## src/rtl/ultra_sonic_echo_emulator.sv

```systemverilog
// HC-SR04 ultrasonic sensor stand-in.
// It qualifies a trigger pulse and answers with an echo pulse whose width comes
// from a bus-writable register. Usage counters are exposed on the same bus.
module ultra_sonic_echo_emulator #(
  parameter int unsigned TRIG_MIN_CYCLES   = 500,
  parameter int unsigned ECHO_DELAY_CYCLES = 1500,
  parameter int unsigned MAX_ECHO_CYCLES   = 1900000,
  parameter int unsigned HOLDOFF_CYCLES    = 3000000,
  parameter logic [15:0] ADDR_BASE         = 16'h0A00
) (
  input  logic        clk,
  input  logic        reset,
  input  logic        io_select,
  input  logic        write_en,
  input  logic [15:0] address,
  input  logic [31:0] write_data,
  output logic [31:0] read_data,
  input  logic        trigger,
  output logic        echo
);

  localparam int unsigned WIDTH_W = 22;
  localparam logic [WIDTH_W-1:0] WIDTH_RST = WIDTH_W'(29000);
  localparam logic [31:0] MAX_ECHO_W  = 32'(MAX_ECHO_CYCLES);
  localparam logic [31:0] TRIG_MIN_W  = 32'(TRIG_MIN_CYCLES);
  localparam logic [31:0] DELAY_W     = 32'(ECHO_DELAY_CYCLES);
  localparam logic [31:0] HOLDOFF_W   = 32'(HOLDOFF_CYCLES);
  localparam logic [15:0] ADDR_WIDTH  = ADDR_BASE;
  localparam logic [15:0] ADDR_CTRL   = ADDR_BASE + 16'd1;
  localparam logic [15:0] ADDR_TRIGC  = ADDR_BASE + 16'd2;
  localparam logic [15:0] ADDR_SHORTC = ADDR_BASE + 16'd3;

  typedef enum logic [2:0] {
    S_IDLE,
    S_TRIG,
    S_DELAY,
    S_ECHO,
    S_HOLDOFF
  } state_t;

  state_t             r_state;
  logic               r_sync1;
  logic               r_trig_s;
  logic               r_trig_d;
  logic [31:0]        r_hi_cnt;
  logic [31:0]        r_cnt;
  logic [31:0]        r_eff_w;
  logic [WIDTH_W-1:0] r_width;
  logic               r_enable;
  logic               r_no_target;
  logic [15:0]        r_trig_count;
  logic [7:0]         r_short_count;
  logic [31:0]        r_read_data;
  logic               r_echo;

  logic               w_wr;
  logic               w_rd;
  logic [31:0]        w_eff_w;
  logic               w_unused;

  assign w_wr      = io_select & write_en;
  assign w_rd      = io_select & ~write_en;
  assign w_unused  = &{1'b0, write_data[31:WIDTH_W]};
  assign read_data = r_read_data;
  assign echo      = r_echo;

  // Echo width to latch on DELAY entry: no-target or zero width means full ceiling.
  always_comb begin
    w_eff_w = MAX_ECHO_W;
    if (!r_no_target && (r_width != '0) && (32'(r_width) < MAX_ECHO_W)) begin
      w_eff_w = 32'(r_width);
    end
  end

  // Two-flop trigger synchronizer plus one delayed copy for edge detection.
  always_ff @(posedge clk) begin
    if (reset) begin
      r_sync1  <= 1'b0;
      r_trig_s <= 1'b0;
      r_trig_d <= 1'b0;
    end else begin
      r_sync1  <= trigger;
      r_trig_s <= r_sync1;
      r_trig_d <= r_trig_s;
    end
  end

  // Writable configuration registers.
  always_ff @(posedge clk) begin
    if (reset) begin
      r_width     <= WIDTH_RST;
      r_enable    <= 1'b1;
      r_no_target <= 1'b0;
    end else if (w_wr) begin
      case (address)
        ADDR_WIDTH: r_width <= write_data[WIDTH_W-1:0];
        ADDR_CTRL: begin
          r_enable    <= write_data[0];
          r_no_target <= write_data[1];
        end
        default: ;
      endcase
    end
  end

  // Registered read port; data holds until the next read.
  always_ff @(posedge clk) begin
    if (reset) begin
      r_read_data <= '0;
    end else if (w_rd) begin
      case (address)
        ADDR_WIDTH:  r_read_data <= 32'(r_width);
        ADDR_CTRL:   r_read_data <= {30'd0, r_no_target, r_enable};
        ADDR_TRIGC:  r_read_data <= 32'(r_trig_count);
        ADDR_SHORTC: r_read_data <= 32'(r_short_count);
        default:     r_read_data <= '0;
      endcase
    end
  end

  // Measurement FSM: qualify trigger, delay, emit echo, then hold off.
  always_ff @(posedge clk) begin
    if (reset) begin
      r_state       <= S_IDLE;
      r_hi_cnt      <= '0;
      r_cnt         <= '0;
      r_eff_w       <= '0;
      r_echo        <= 1'b0;
      r_trig_count  <= '0;
      r_short_count <= '0;
    end else if (!r_enable) begin
      r_state  <= S_IDLE;
      r_echo   <= 1'b0;
      r_cnt    <= '0;
      r_hi_cnt <= '0;
    end else begin
      case (r_state)
        S_IDLE: begin
          if (r_trig_s && !r_trig_d) begin
            r_state  <= S_TRIG;
            r_hi_cnt <= 32'd1;
          end
        end
        S_TRIG: begin
          if (r_trig_s) begin
            if (r_hi_cnt != '1) r_hi_cnt <= r_hi_cnt + 32'd1;
          end else if (r_hi_cnt >= TRIG_MIN_W) begin
            r_state      <= S_DELAY;
            r_cnt        <= '0;
            r_eff_w      <= w_eff_w;
            r_trig_count <= r_trig_count + 16'd1;
          end else begin
            r_state <= S_IDLE;
            if (r_short_count != 8'hFF) r_short_count <= r_short_count + 8'd1;
          end
        end
        S_DELAY: begin
          if (r_cnt == DELAY_W) begin
            r_state <= S_ECHO;
            r_echo  <= 1'b1;
            r_cnt   <= 32'd1;
          end else begin
            r_cnt <= r_cnt + 32'd1;
          end
        end
        S_ECHO: begin
          if (r_cnt == r_eff_w) begin
            r_state <= S_HOLDOFF;
            r_echo  <= 1'b0;
            r_cnt   <= 32'd1;
          end else begin
            r_cnt <= r_cnt + 32'd1;
          end
        end
        S_HOLDOFF: begin
          if (r_cnt >= HOLDOFF_W) begin
            r_state <= S_IDLE;
          end else begin
            r_cnt <= r_cnt + 32'd1;
          end
        end
        default: r_state <= S_IDLE;
      endcase
    end
  end

endmodule
```

## config.mk

```make
export PLATFORM = sky130hd
export DESIGN_NAME = ultra_sonic_echo_emulator
export DESIGN_NICKNAME = d
export VERILOG_FILES = /design/src/rtl/ultra_sonic_echo_emulator.sv
export SDC_FILE = /design/constraint.sdc
export NUM_CORES = 1
export LEC_CHECK = 0
export BUFFER_PORTS_ARGS = -buffer_cell sky130_fd_sc_hd__buf_2
export CAP_MARGIN = 20
export CORE_UTILIZATION = 45
export DETAILED_ROUTE_END_ITERATION = 8
export GPL_ROUTABILITY_DRIVEN = 0
export GPL_TIMING_DRIVEN = 0
export PLACE_DENSITY = 0.67
export SYNTH_ARGS = -nofsm -noshare
export SYNTH_HDL_FRONTEND = slang
export SYNTH_SLANG_ARGS = --single-unit
```

## constraint.sdc

```tcl
create_clock -name clk -period 2.6 [get_ports clk]
set_input_delay 0.39 -clock clk [delete_from_list [all_inputs] [get_ports clk]]
set_output_delay 0.39 -clock clk [all_outputs]
set_load 0.01 [all_outputs]
```

Yosys cells after proc, flatten, opt, wreduce, memory -nomap -nowiden
Cells that the tools add are included.
{ "op_classes": {"addsub": 4, "magnitude_cmp": 3, "n_eq_ne": 21, "n_mux": 22, "n_bitwise": 6, "reduce_logical": 19} }
{ "ops": {"columns": ["operator", "count"], "rows": [
  ["$mux W32", 8],
  ["$pmux W32 S4", 1],
  ["$pmux W22 S4", 1],
  ["$add A32 B1 Y32 const B", 2],
  ["$eq A16 B12 Y1 const B", 4],
  ["$pmux W32 S2", 1],
  ["$eq A32 B11 Y1 const B", 1],
  ["$eq A32 B32 Y1", 1],
  ["$ge A32 B22 Y1 const B", 1],
  ["$ge A32 B9 Y1 const B", 1],
  ["$ne A32 B32 Y1 const B", 1],
  ["$lt A22 B21 Y1 const B", 1],
  ["$mux W22", 1],
  ["$reduce_bool A22 Y1", 1],
  ["$ne A2 B2 Y1 const B", 9],
  ["$add A16 B1 Y16 const B", 1],
  ["$mux W3", 5],
  ["$pmux W3 S5", 1],
  ["$reduce_and A4 Y1", 3],
  ["$reduce_and A5 Y1", 2],
  ["$add A8 B1 Y8 const B", 1],
  ["$ne A8 B8 Y1 const B", 1],
  ["$eq A3 B2 Y1 const B", 2],
  ["$not A1 Y1", 4],
  ["other kinds (14)", 21]
]} }
{ "word_totals": {"ff_bits": 183, "out_inout_bits": 33, "elab_cells": 89} }

Depth between registers and ports, before layout
{ "depth": {"word_depth": 4, "mapped_depth": 9, "depth_no_buf": 8} }

Worst setup path after synthesis
OpenSTA, ideal clock, no wires.
{ "synth_timing": {"kind": "register -> register", "from": "register r_cnt[12]", "to": "register r_cnt[28]", "t_arrival_ns": 2.041, "t_required_ns": 2.534, "path_slack_ns": 0.493, "stages_incl_launch_ff": 9, "period_less_slack_ns": 2.107, "path_cell_list": "dfxtp_1 -> buf_2 -> nor4_2 -> o21ai_1 -> a311oi_4 -> o31ai_2 -> buf_6 -> or4_4 -> a21oi_2"} }
{ "synth_via": {"elab_chain_len": 3, "word_cells_on_any_way": 10, "cone_classes": "add/sub: 1; order compare: 1; eq/ne: 3; mux: 4; reduce/logical: 1"} }
{ "synth_rtl": {"columns": ["element", "line", "rtl"], "rows": [
  ["start, declared", "46", "logic [31:0] r_cnt;"],
  ["start signal, assigned", "163", "r_cnt <= r_cnt + 32'd1;"],
  ["start signal, assigned", "172", "r_cnt <= r_cnt + 32'd1;"],
  ["start signal, assigned", "179", "r_cnt <= r_cnt + 32'd1;"],
  ["$add A32 B1 Y32 (tied with other cells)", "163, 172, 179", null],
  ["$mux W32 (tied with other cells)", "176", "if (r_cnt >= HOLDOFF_W) begin"],
  ["$pmux W32 S4 / $reduce_and A4 Y1 (equally long branches)", null, null]
]} }
Several ways; a longest one is shown, not always the timed one. The select of a mux whose other input is x is not followed.
A chain may end at the register's enable or synchronous reset.

Final worst setup path
{ "layout_timing": {"from": "register r_cnt[15]", "to": "register r_cnt[1]"} }
{ "layout_via": {"elab_chain_len": 3, "word_cells_on_any_way": 8, "cone_classes": "order compare: 1; eq/ne: 3; mux: 3; reduce/logical: 1"} }
{ "layout_rtl": {"columns": ["element", "line"], "rows": [
  ["$ge A32 B22 Y1 (tied with other cells)", "176"],
  ["$ne A2 B2 Y1 (no line) (tied with other cells)", null],
  ["$reduce_and A4 Y1 (no line) / $pmux W32 S4 (equally long branches)", null]
]} }
Several ways; a longest one is shown, not always the timed one.

==> flow_summary.ini <==
[status]
run_status = finished, final reports clean

[global_route]
antenna_found_initial = 0
grt_pass1_vias = 6618
grt_pass1_wl_mm = 33.4
grt_remaining_overflow = 0
globalRouteTotalUtil = 0.235
grt_start_max_net_pins = 17

[layout]
regArea_mm2 = 0.00326
nets = 1107
post_route_cells_drive_above_1_share = 0.151
multi_input_area_mm2 = 0.00429
fillerInstances = 1570
antenna_diode_count = 0
final_cell_area_mm2 = 0.00923
area_delta_synth_final_pct = 17.4
fin_cells = 1281

[sta]
worst-slew-pin-transition_ps = 855
setup_viol_count_final = 0
report.final.slew_viol_count = 0
setup_slack_ps = 150
final-hold-violation-count = 0
final.min_clock_period_ps = 2450
setup_tns_ps = 0
final_min_period_over_clock_period = 0.942
maxClockFrequency_ghz = 0.408
timing.max_slew.rel_slack = 0.426
clock_skew_ps = 13.2

[yosys]
post_synth_edffs = 0
yosys.area.top_type = sky130_fd_sc_hd__dfxtp_1
synth_cells = 950
synth.top_cells.by_count = sky130_fd_sc_hd__dfxtp_1 (163), sky130_fd_sc_hd__nor2_1 (125), sky130_fd_sc_hd__nand2_1 (83)
synth_top_family_by_area = simple AND/OR/NAND/NOR gates
synth_compound_gate_area_share = 0.149
yosys.area_share.xor_xnor = 0.0847
leading_cell_type_by_number_of_instances_after_synthesis = sky130_fd_sc_hd__dfxtp_1
dominantRegCellSynth = sky130_fd_sc_hd__dfxtp_1
seq_area_frac_synth = 0.415
synth_adder_area_share = 0.00955
yosysWarningCount = 0
synthMuxAreaShare = 0.0210
synth.top_cells.by_area = sky130_fd_sc_hd__dfxtp_1 (42%), sky130_fd_sc_hd__nor2_1 (6.0%), sky130_fd_sc_hd__xor2_1 (4.3%)
synth_largest_type_area_fraction = 0.415
avgSynthCellArea_um2 = 8.27
netlist_area_pre_place_mm2 = 0.00786
synth.distinct_cells = 59
asyncSetResetFlopFracSynth = 0
synthesized_flop_and_latch_total = 163
yosys.area_share.simple = 0.269

[clock_network]
clk_latency_ps = 440
worst_path_clk_slew_ps = 70
cts_buffer_depth = 2
clock_sinks = 163
ctsRootBufferMaster = sky130_fd_sc_hd__clkbuf_16
number_of_clock_buffers_inserted_by_tritoncts = 17
tritoncts = done
htree_num_levels = 4
cts-hold-fix-buffers = 0

[setup_path]
timing.critical_path.required_ps = 2920
critical_path.startpoint_type = flip-flop
worst-setup-path-type = flip-flop to flip-flop
setup.reg_to_reg.worst_slack_ps = 150
cp-end-kind = flip-flop
crit_arrival_ps = 2770
worst-path-max-fanout = 10
worst_r2r_startpoint = r_cnt[15]
crit_path_start = r_cnt[15]

[drt]
post_drt_via_cell_ratio = 5.57
ant_nets = 0
routedWlPerCell_um = 16.1
drt_first_iter_violations = 441
remaining_drc_errors = 0
drt-pass1-iter-count = 5
totalWireLength_mm = 20.6
num_vias = 7136

[place]
place_area_mm2 = 0.00848
placedCellCount = 1242
preCtsSetupSlack_ps = -269
io_buffers = 63
dpl.hpwl_mm = 15.1

[worst_hold_path]
hold_start = write_data[14]
hp-class = input port to flip-flop

[floorplan]
die_height_um = 134
row_count = 47
starting_utilization_of_the_core_area = 0.467
floorplan.core_area_mm2 = 0.0168
fp.dieArea_mm2 = 0.0180
dieWidth_um = 134
top_level_ports = 86

[power_and_ir_drop]
leakage_nw = 3.27
ir_drop_mv = 0.454
power_density_mw_per_mm2 = 585

[flow_run]
max_cap_check_violation_count = 0
## critical path, cell delays in order (launching register included)
cell	delay (ps)
sky130_fd_sc_hd__dfxtp_1	310
sky130_fd_sc_hd__clkbuf_2	200
sky130_fd_sc_hd__nand3_1	110
sky130_fd_sc_hd__o21ai_0	360
sky130_fd_sc_hd__a311oi_4	200
sky130_fd_sc_hd__buf_4	190
sky130_fd_sc_hd__nor3_2	400
sky130_fd_sc_hd__buf_2	320
sky130_fd_sc_hd__mux2i_1	210
sky130_fd_sc_hd__nor2_1	50
## cell usage in the layout, fill, tap and decap left out, types with 28 or more instances in the layout
cell / netlist / final
sky130_fd_sc_hd__dfxtp_1: 163 / 163
sky130_fd_sc_hd__nand4_1: 36 / 36
sky130_fd_sc_hd__clkbuf_1: 39 / 34
sky130_fd_sc_hd__nand2_1: 83 / 83
sky130_fd_sc_hd__buf_2: 10 / 73
sky130_fd_sc_hd__a21oi_1: 61 / 61
sky130_fd_sc_hd__nor2_1: 125 / 125
sky130_fd_sc_hd__inv_1: 28 / 28
sky130_fd_sc_hd__a22oi_1: 28 / 28
sky130_fd_sc_hd__nand3_1: 41 / 41
sky130_fd_sc_hd__xor2_1: 39 / 39
sky130_fd_sc_hd__o21ai_0: 28 / 28
sky130_fd_sc_hd__xnor2_1: 37 / 37
## metrics by stage
step | power, mW | utilization | hold slack [ps]
after floorplan | 2.70 | - | 414
after global placement | 2.78 | 0.504 | 420
after detailed placement | 2.78 | 0.504 | 425
after CTS | 5.42 | 0.544 | 150
after global routing | 5.57 | 0.549 | 157
final | 5.40 | 0.549 | 160
## final timing paths
check                end  cells past startpoint
max reg2reg     r_cnt[1]                      9
max             r_cnt[1]                      9
min reg2reg     r_trig_s                      1
min          r_width[14]                      2
## repair_timing
| action | in CTS | in global routing |
|---|---|---|
| hold endpoints to repair | 0 | 0 |
| cloned | 0 | 0 |
| pin swaps | 2 | 2 |
| endpoints found under the setup margin | 38 | 51 |
| setup buffers | 4 | 5 |
| resized for setup | 4 | 9 |
## layout make-up
type	count	area share
plain buffers	61	0.0317
clock buffers	17	0.0461
clock inverters	15	0.0210
inverters	28	0.0114
multi-input cells	705	0.465
flip-flops and latches	163	0.354
well taps	220	0.0298
repair buffers	72	0.0415
## sequential cells by signal (all words and copies together) (netlist names)
signal         flops
echo               1
r_cnt             32
r_eff_w           22
r_enable           1
r_hi_cnt          32
r_no_target        1
r_short_count      8
r_state            3
r_sync1            1
r_trig_count      16
r_trig_d           1
r_trig_s           1
r_width           22
read_data         22
## metal layers
metal / track usage / vias to the layer above / wire length, um
li1: - / 3566 / -
met5: 0 / - / 0
met1: 0.304 / 3297 / 9240
met3: 0.0506 / 32 / 1200
met2: 0.375 / 241 / 9610
met4: 0.107 / 0 / 529
## cell families (layout without fill, tap and decap cells)
logic type	Yosys count	count (layout)
simple gates	421	421
compound gates	179	179
flops	163	163
buf+inv	91	193
xor+xnor	76	76
mux	13	13
fa+ha+maj	6	6
other cells	1	10
## power by group
part / internal, mW / switching, mW
clock network: 1.54 / 1.13
logic: 0.0780 / 0.137
registers: 2.50 / 0.00763
total: 4.12 / 1.27
(Power assumes the default switching activity.)
